--- config.mk ---
export PLATFORM = sky130hd
export DESIGN_NAME = apb_bus_arbiter
export DESIGN_NICKNAME = d
export VERILOG_FILES = /design/src/rtl/apb_arb_pkg.sv /design/src/rtl/apb_arb_rr_pick.sv /design/src/rtl/apb_bus_arbiter.sv
export SDC_FILE = /design/constraint.sdc
export NUM_CORES = 1
export LEC_CHECK = 0
export CORE_AREA = 8 8 113 115
export CTS_CLUSTER_DIAMETER = 40
export DETAILED_ROUTE_END_ITERATION = 10
export DIE_AREA = 0 0 121 123
export HOLD_SLACK_MARGIN = 0.1
export PLACE_DENSITY = 0.83
export SLEW_MARGIN = 20
export SYNTH_ARGS = -nofsm -noshare
export SYNTH_HDL_FRONTEND = slang
export SYNTH_SLANG_ARGS = --single-unit
export TNS_END_PERCENT = 30
--- constraint.sdc ---
create_clock -name PCLK -period 3.7 [get_ports PCLK]
set_clock_uncertainty 0.15 [all_clocks]
set_input_delay 0.925 -clock PCLK [delete_from_list [all_inputs] [get_ports PCLK]]
set_output_delay 0.925 -clock PCLK [all_outputs]
set_load 0.005 [all_outputs]
--- src/rtl/apb_arb_pkg.sv ---
// Shared types and constants for the APB bus arbiter.
// State encoding and the timeout read-data marker live here.
package apb_arb_pkg;

  typedef enum logic [1:0] {
    IDLE,
    ISSUE,
    WAIT,
    RESP
  } arb_state_e;

  localparam logic [31:0] ERR_RDATA = 32'hDEAD_BEEF;

endpackage

--- src/rtl/apb_arb_rr_pick.sv ---
// Combinational round-robin picker.
// Search starts one past rr_last and wraps modulo NUM_REQ.
module apb_arb_rr_pick #(
  parameter int NUM_REQ = 2,
  localparam int IDW = $clog2(NUM_REQ)
) (
  input  logic [NUM_REQ-1:0] req,
  input  logic [IDW-1:0]     rr_last,
  output logic [IDW-1:0]     winner,
  output logic               any_req
);

  always_comb begin
    int idx;
    idx     = 0;
    winner  = '0;
    any_req = 1'b0;
    for (int k = 1; k <= NUM_REQ; k++) begin
      idx = (int'(rr_last) + k) % NUM_REQ;
      if (!any_req && req[idx[IDW-1:0]]) begin
        any_req = 1'b1;
        winner  = idx[IDW-1:0];
      end
    end
  end

endmodule

--- src/rtl/apb_bus_arbiter.sv ---
// Round-robin arbiter sharing one APB master port among NUM_REQ requesters.
// Define ARB_TIMEOUT_EN to abort WAIT after TIMEOUT_CYCLES with an err pulse.
module apb_bus_arbiter
  import apb_arb_pkg::*;
#(
  parameter int NUM_REQ        = 2,
  parameter int ADDR_W         = 32,
  parameter int DATA_W         = 32,
  parameter int TIMEOUT_CYCLES = 255,
  localparam int IDW = $clog2(NUM_REQ)
) (
  input  logic                      PCLK,
  input  logic                      PRESET,
  input  logic [NUM_REQ-1:0]        req_transfer,
  input  logic [NUM_REQ-1:0]        req_write,
  input  logic [NUM_REQ*ADDR_W-1:0] req_addr,
  input  logic [NUM_REQ*DATA_W-1:0] req_wdata,
  output logic [NUM_REQ-1:0]        req_ready,
  output logic [DATA_W-1:0]         req_rdata,
  output logic                      m_transfer,
  output logic                      m_write,
  output logic [ADDR_W-1:0]         m_addr,
  output logic [DATA_W-1:0]         m_wdata,
  input  logic                      m_ready,
  input  logic [DATA_W-1:0]         m_rdata,
  output logic [IDW-1:0]            grant_id,
  output logic                      busy,
  output logic                      err
);

  if (NUM_REQ < 2 || NUM_REQ > 8 || TIMEOUT_CYCLES < 1) begin : g_param_chk
    $error("apb_bus_arbiter: bad NUM_REQ or TIMEOUT_CYCLES");
  end

  arb_state_e         state;
  logic [IDW-1:0]     rr_last;
  logic [IDW-1:0]     win;
  logic               any_req;
  logic               to_hit;
  logic [ADDR_W-1:0]  addr_a  [NUM_REQ];
  logic [DATA_W-1:0]  wdata_a [NUM_REQ];

  for (genvar i = 0; i < NUM_REQ; i++) begin : g_unpack
    assign addr_a[i]  = req_addr[i*ADDR_W +: ADDR_W];
    assign wdata_a[i] = req_wdata[i*DATA_W +: DATA_W];
  end

  apb_arb_rr_pick #(
    .NUM_REQ (NUM_REQ)
  ) u_pick (
    .req     (req_transfer),
    .rr_last (rr_last),
    .winner  (win),
    .any_req (any_req)
  );

`ifdef ARB_TIMEOUT_EN
  localparam int TW = $clog2(TIMEOUT_CYCLES + 1);

  logic [TW-1:0] to_cnt;
  logic          err_q;

  always_ff @(posedge PCLK) begin
    if (!PRESET || state != WAIT) begin
      to_cnt <= '0;
    end else begin
      to_cnt <= to_cnt + 1'b1;
    end
  end

  // Fires in the last permitted WAIT cycle if the slave is still silent.
  assign to_hit = (state == WAIT) && !m_ready &&
                  (to_cnt == TW'(TIMEOUT_CYCLES - 1));

  always_ff @(posedge PCLK) begin
    if (!PRESET) begin
      err_q <= 1'b0;
    end else begin
      err_q <= to_hit;
    end
  end

  assign err = err_q;
`else
  assign to_hit = 1'b0;
  assign err    = 1'b0;
`endif

  always_ff @(posedge PCLK) begin
    if (!PRESET) begin
      state      <= IDLE;
      m_transfer <= 1'b0;
      m_write    <= 1'b0;
      m_addr     <= '0;
      m_wdata    <= '0;
      req_ready  <= '0;
      req_rdata  <= '0;
      grant_id   <= '0;
      busy       <= 1'b0;
      rr_last    <= IDW'(NUM_REQ - 1);
    end else begin
      m_transfer <= 1'b0;
      req_ready  <= '0;
      unique case (state)
        IDLE: begin
          if (any_req) begin
            m_write    <= req_write[win];
            m_addr     <= addr_a[win];
            m_wdata    <= wdata_a[win];
            grant_id   <= win;
            m_transfer <= 1'b1;
            busy       <= 1'b1;
            state      <= ISSUE;
          end
        end
        ISSUE: begin
          state <= WAIT;
        end
        WAIT: begin
          if (m_ready) begin
            req_rdata            <= m_write ? '0 : m_rdata;
            req_ready[grant_id]  <= 1'b1;
            state                <= RESP;
          end else if (to_hit) begin
            req_rdata            <= DATA_W'(ERR_RDATA);
            req_ready[grant_id]  <= 1'b1;
            state                <= RESP;
          end
        end
        RESP: begin
          rr_last <= grant_id;
          busy    <= 1'b0;
          state   <= IDLE;
        end
        default: begin
          state <= IDLE;
        end
      endcase
    end
  end

endmodule

==> impl_metrics.yaml, run 1 <==
pwr:
  ir_worst_vdd_mv: 0.3732
  leakagePower_nw: 2.772
  fin_total_pwr_mw: 4.337
  p_per_area_nw_per_um2: 605.3
status:
  run_status: "finished clean"
floorplan:
  die_height_um: 123
  floorplan.io_pins: 270
  placeableCoreArea_um2: 11080
  die_area_um2: 14880
  die_width_um: 121
  initial_core_util: 0.3756
  fp-row-count: 39
sta:
  final_report_max_slew_violation_count: 0
  setup_viol_count_final: 0
  worst_pin_slew_ns: 0.6618
  post-route-min-period_ns: 2.484
  max_slew_margin: 0.5588
  hold-worst-slack_ns: 0.3310
  fmax_ghz: 0.4027
  post-route-period-util: 0.6712
  postLayoutSetupSlackWorst_ns: 1.216
  setup_repair_after_global_routing_missed_its_margin: "false"
  setup_tns_ns: 0
  finalHoldViolCount: 0
drt:
  route.detailed.vias_per_inst: 5.229
  drc_violations_left: 0
  postRouteWirelength_mm: 16.01
  num_vias: 4507
  post_drt_antenna_nets: 0
  highest_layer: "met4"
  detail_route.iter0.violations: 326
  wl_met2_mm: 7.803
  wl_met3_mm: 1.452
  drt-wirelength-per-cell_um: 18.57
  met1_wire_length_mm: 5.940
  firstDrtPassIters: 4
synth:
  dominantRegCellSynth: "sky130_fd_sc_hd__dfxtp_1"
  netlist_top_cells_area: "sky130_fd_sc_hd__dfxtp_1, sky130_fd_sc_hd__a21oi_1, sky130_fd_sc_hd__a22o_1"
  synth.yosys.warnings: 0
  synth.top_cells.by_count: "sky130_fd_sc_hd__a21oi_1, sky130_fd_sc_hd__dfxtp_1, sky130_fd_sc_hd__nand2_1"
  post_synth_inst_count: 472
  synth.yosys.seq_area_share: 0.5053
  netlist_area_um2: 4160
  synth_enable_flop_cells: 0
  syn-num-nets: 643
  synth_area_per_cell_um2: 8.814
  netlist-cell-type-count: 29
  yosysTopAreaCell: "sky130_fd_sc_hd__dfxtp_1"
  async_flop_share: 0
  post_synthesis_sequential_element_count: 105
  yosys.cell_count.top_type: "sky130_fd_sc_hd__a21oi_1"
  synth_top_area_share: 0.5053
critical_path:
  timing.critical_path.to_type: "flop"
  crit_end: "m_wdata[25]"
  timing.critical_path.from_type: "primary input"
  worst_r2r_startpoint: "state[0]"
  crit_fanout: 64
  critical_path_class: "in -> reg"
  crit_path_start: "req_transfer[0]"
  timing.reg2reg.worst_path_depth: 6
  critPathArrivalTime_ns: 2.60
  timing.reg2reg.setup_slack_ns: 1.72
  timing.rr.end: "m_wdata[14]"
  timing.critical_path.required_ns: 3.82
clocking:
  clk_latency_ns: 0.34
  clk_pin_slew_ns: 0.07
  cts_setup_buffers: 0
  cts_hold_buf: 0
  tritoncts: "built"
  clock_sink_count: 105
  cts.repair.resized: 0
  clock_tree.buffer_depth: 2
  cts-htree-levels: 3
  tritoncts.num_buffers: 9
  clockRootBuffer: "sky130_fd_sc_hd__clkbuf_16"
final_layout:
  fin_util: 0.6469
  drive_above_1_share: 0.06954
  antenna-diode-count: 0
  register_area_um2: 2102
  filler_cell_count: 904
  area_of_combinational_cells_with_multiple_inputs_um2: 1804
  areaGrowthSynthToFinish_pct: 72.24
  layout.nets: 886
min_path:
  min_delay_path_depth: 1
  worst_hold_path_type: "reg -> reg"
placed_design:
  numPortBuffers: 268
  gp_routability_congestion: 0.7870
  post-place-ws_ns: 0.8435
  detailed_place_hpwl_mm: 11.87
grt:
  number_of_global_route_vias_before_repair: 4701
  grt_util_all_layers: 0.2045
  grt_start_max_net_pins: 65
  grt_antenna_before_repair: 0
  grt_pass1_wl_mm: 24.30
  total_gr_overflow: 0
job:
  drv.max_cap_violation_count: 0
critical path, stage by stage:
cell and delay, ns:
sky130_fd_sc_hd__clkdlybuf4s50_1 0.63, sky130_fd_sc_hd__a21bo_2 0.19, sky130_fd_sc_hd__buf_4 0.53, sky130_fd_sc_hd__nand2_1 0.14, sky130_fd_sc_hd__a21oi_1 0.16
power breakdown:
group          switching, mW  total (mW)  internal (mW)
Clock                  0.429       0.954          0.525
Combinational          0.840        1.79          0.952
Sequential             0.163        1.59           1.43
Total                   1.43        4.34           2.91
placed cells by master, fill, tap and decap left out, types with 2 or more instances in the layout:
cell | Yosys | layout
sky130_fd_sc_hd__clkinv_4 | 0 | 2
sky130_fd_sc_hd__a21oi_2 | 20 | 20
sky130_fd_sc_hd__buf_4 | 7 | 4
sky130_fd_sc_hd__mux2i_1 | 2 | 2
sky130_fd_sc_hd__a22o_1 | 32 | 32
sky130_fd_sc_hd__nor2_1 | 2 | 2
sky130_fd_sc_hd__o21ai_0 | 40 | 40
sky130_fd_sc_hd__clkdlybuf4s50_1 | 0 | 267
sky130_fd_sc_hd__dfxtp_1 | 105 | 105
sky130_fd_sc_hd__inv_1 | 5 | 5
sky130_fd_sc_hd__nand2_1 | 68 | 68
sky130_fd_sc_hd__o21ai_1 | 25 | 25
sky130_fd_sc_hd__buf_12 | 0 | 3
sky130_fd_sc_hd__ha_1 | 4 | 4
sky130_fd_sc_hd__a21oi_1 | 111 | 111
sky130_fd_sc_hd__clkbuf_16 | 0 | 9
state kept, by name, summed over array words and instances, names as in the netlist:
register    cells
state           2
m_write         1
rr_last         1
req_ready       2
m_wdata        32
busy            1
m_addr         32
grant_id        1
m_transfer      1
req_rdata      32
cell type report:
class / count / share of cell area
inverters: 5 / 0.002619
clock inverters: 6 / 0.009604
flip-flops and latches: 105 / 0.2933
clock buffers: 9 / 0.03143
well taps: 143 / 0.02497
multi-input cells: 319 / 0.2518
repair buffers: 275 / 0.3862
layer usage:
layer,global-route usage,vias up
met2,0.3506,228
met1,0.2126,2079
met3,0.06712,55
met5,0,-
li1,-,2145
met4,0.1351,0
logic make-up after synthesis:
logic type               Yosys count  synth area share
AO/OA/AOI/OAI                    237            0.3414
adder cells (fa/ha/maj)            4           0.01203
multiplexers                       2          0.004812
AND/OR/NAND/NOR                   75           0.07068
flip-flops                       105            0.5053
other                              1         0.0009014
buffers and inverters             48           0.06496
worst min-delay path by stage:
| stage | from | to |
|---|---|---|
| floorplan | grant_id | req_ready[0] |
| global placement | req_rdata[17] | req_rdata[17] |
| detailed placement | req_rdata[0] | req_rdata[0] |
| CTS | req_rdata[4] | req_rdata[4] |
| global route | req_rdata[8] | req_rdata[8] |
| finish | req_rdata[8] | req_rdata[8] |
per-stage QoR:
step / cells / area (um^2)
after floorplan: 472 / 4160
after CTS: 862 / 7166
final: 862 / 7166
after detailed placement: 847 / 6872
after global routing: 862 / 7166
after global placement: 847 / 6872
Note: power is estimated with default switching activity, not from simulation.
==> run 2: changes to the inputs <==
- CORE_AREA: 8 8 113 115 -> 8 8 122 124
- DIE_AREA: 0 0 121 123 -> 0 0 130 132
- PLACE_DENSITY: 0.83 -> 0.75
- clock period: 3.7 -> 2.15 ns (I/O delays scaled with it)
==> impl_metrics.yaml, run 2 (same netlist as run 1, synthesis figures left out) <==
drt:
  firstDrtPassIters: 5
  postRouteWirelength_mm: 16.01
  post_drt_antenna_nets: 0
  route.detailed.vias_per_inst: 4.938
  detail_route.iter0.violations: 208
  drt-wirelength-per-cell_um: 17.71
  num_vias: 4464
  drc_violations_left: 0
pwr:
  p_per_area_nw_per_um2: 1042
  leakagePower_nw: 2.850
  clock_power_share: 0.224
  ir_worst_vdd_mv: 0.5275
  power.share.combinational: 0.418
  p_sw_mw: 2.548
  sw_frac_of_total: 0.3321
  power.share.sequential: 0.357
  power_report.internal_total_mw: 5.125
critical_path:
  cpMaxStageDelayCell: "sky130_fd_sc_hd__clkdlybuf4s50_1"
  worst_path_dominant_cell_family: "buffers and inverters"
  critPathArrivalTime_ns: 1.36
  timing.critical_path.from_type: "flop"
  timing.critical_path.to_type: "output port"
  cp_slowest_stage_delay_ns: 0.58
  critical_path_class: "reg -> out"
  crit_fanout: 5
  worst-path-buf-inv: 1
  timing.critical_path.required_ns: 1.46
  timing.critical_path.cells: "clkdlybuf4s50_1"
grt:
  grt_pass1_wl_mm: 24.61
  grt_util_all_layers: 0.1812
  number_of_global_route_vias_before_repair: 4501
  grt_antenna_before_repair: 0
  total_gr_overflow: 0
  grt_start_max_net_pins: 43
sta:
  setup_viol_count_final: 0
  finalHoldViolCount: 0
  post-route-min-period_ns: 2.050
  setup_tns_ns: 0
  post-route-period-util: 0.9533
  final_report_max_slew_violation_count: 0
  setup_repair_after_global_routing_missed_its_margin: "false"
  fmax_ghz: 0.4879
  hold-worst-slack_ns: 0.3327
clocking:
  clk_latency_ns: 0.34
  cts-htree-levels: 3
  cts.repair.resized: 0
  cts_hold_buf: 0
  cts_setup_buffers: 0
  clock_tree.buffer_depth: 2
  clk_pin_slew_ns: 0.07
  clock_sink_count: 105
  tritoncts.num_buffers: 9
  tritoncts: "built"
  clockRootBuffer: "sky130_fd_sc_hd__clkbuf_16"
floorplan:
  fp-row-count: 42
  initial_core_util: 0.3205
  placeableCoreArea_um2: 12980
  die_area_um2: 17160
  die_height_um: 132
  floorplan.io_pins: 270
  die_width_um: 130
placed_design:
  detailed_place_hpwl_mm: 12.20
  gp_routability_congestion: 0.8900
  numPlacedInstances: 888
  numPortBuffers: 268
final_layout:
  layout.cells.most_common_list: "sky130_fd_sc_hd__clkdlybuf4s50_1, sky130_fd_sc_hd__a21oi_1, sky130_fd_sc_hd__dfxtp_1, sky130_fd_sc_hd__nand2_1, sky130_fd_sc_hd__o21ai_0"
  layout.cells.non_filler: 904
  drive_above_1_share: 0.08104
  layout.nets: 894
  areaGrowthSynthToFinish_pct: 76.93
  commonest_non_fill_non_tap_cell_in_the_layout: "sky130_fd_sc_hd__clkdlybuf4s50_1"
  largestRegisters: "m_addr x32, m_wdata x32, req_rdata x32"
  antenna-diode-count: 0
min_path:
  worst_hold_path_type: "reg -> reg"
job:
  drv.max_cap_violation_count: 0
status:
  run_status: "finished clean"
run 2: cell types whose count changed in the layout (fill, tap and decap cells not counted), sizes merged:
| cell | delta |
|---|---|
| buf | +8 |
| inv | +2 |
| clkinvlp | -1 |
run 2: per-stage QoR:
stage,utilization,cell area [um^2],power (mW),worst slack [ns]
2_1_floorplan,-,4160,4.183,0.6307
3_3_place_gp,0.5430,7048,5.888,0.04287
3_5_place_dp,0.5430,7048,6.000,-0.03276
4_1_cts,0.5671,7361,7.771,0.06958
5_1_grt,0.5671,7361,8.168,0.03750
6_report,0.5671,7361,7.672,0.1005
run 2: metal layers:
layer,part of all wire,wire [um],track usage
met5,0,0,0
met4,0.031,491,0.07747
met3,0.096,1536,0.06472
met2,0.48,7683,0.3039
met1,0.39,6301,0.2013
run 2: final cells by class:
class | count | area [um^2]
tap | 176 | 220.2
multi-input combinational | 319 | 1804
inverter | 5 | 18.77
fill | 1143 | 5619
timing repair buffer | 283 | 2903
clock inverter | 7 | 87.58
clock buffer | 9 | 225.2
sequential | 105 | 2102
run 2: power by group through the flow:
stage	logic (mW)	registers [mW]	clock network, mW
2_1_floorplan	1.40	2.78	0
3_3_place_gp	3.14	2.75	0
3_5_place_dp	3.22	2.78	0
4_1_cts	3.24	2.74	1.79
5_1_grt	3.51	2.80	1.86
6_report	3.21	2.74	1.72
run 2: final timing paths:
kind	cells past startpoint	to	startpoint	slack, ns
hold / removal	1	req_rdata[29]	req_rdata[29]	0.33
setup / recovery	1	grant_id	grant_id	0.10
setup reg to reg	6	m_addr[24]	state[0]	0.44
hold reg to reg	1	req_rdata[29]	req_rdata[29]	0.33
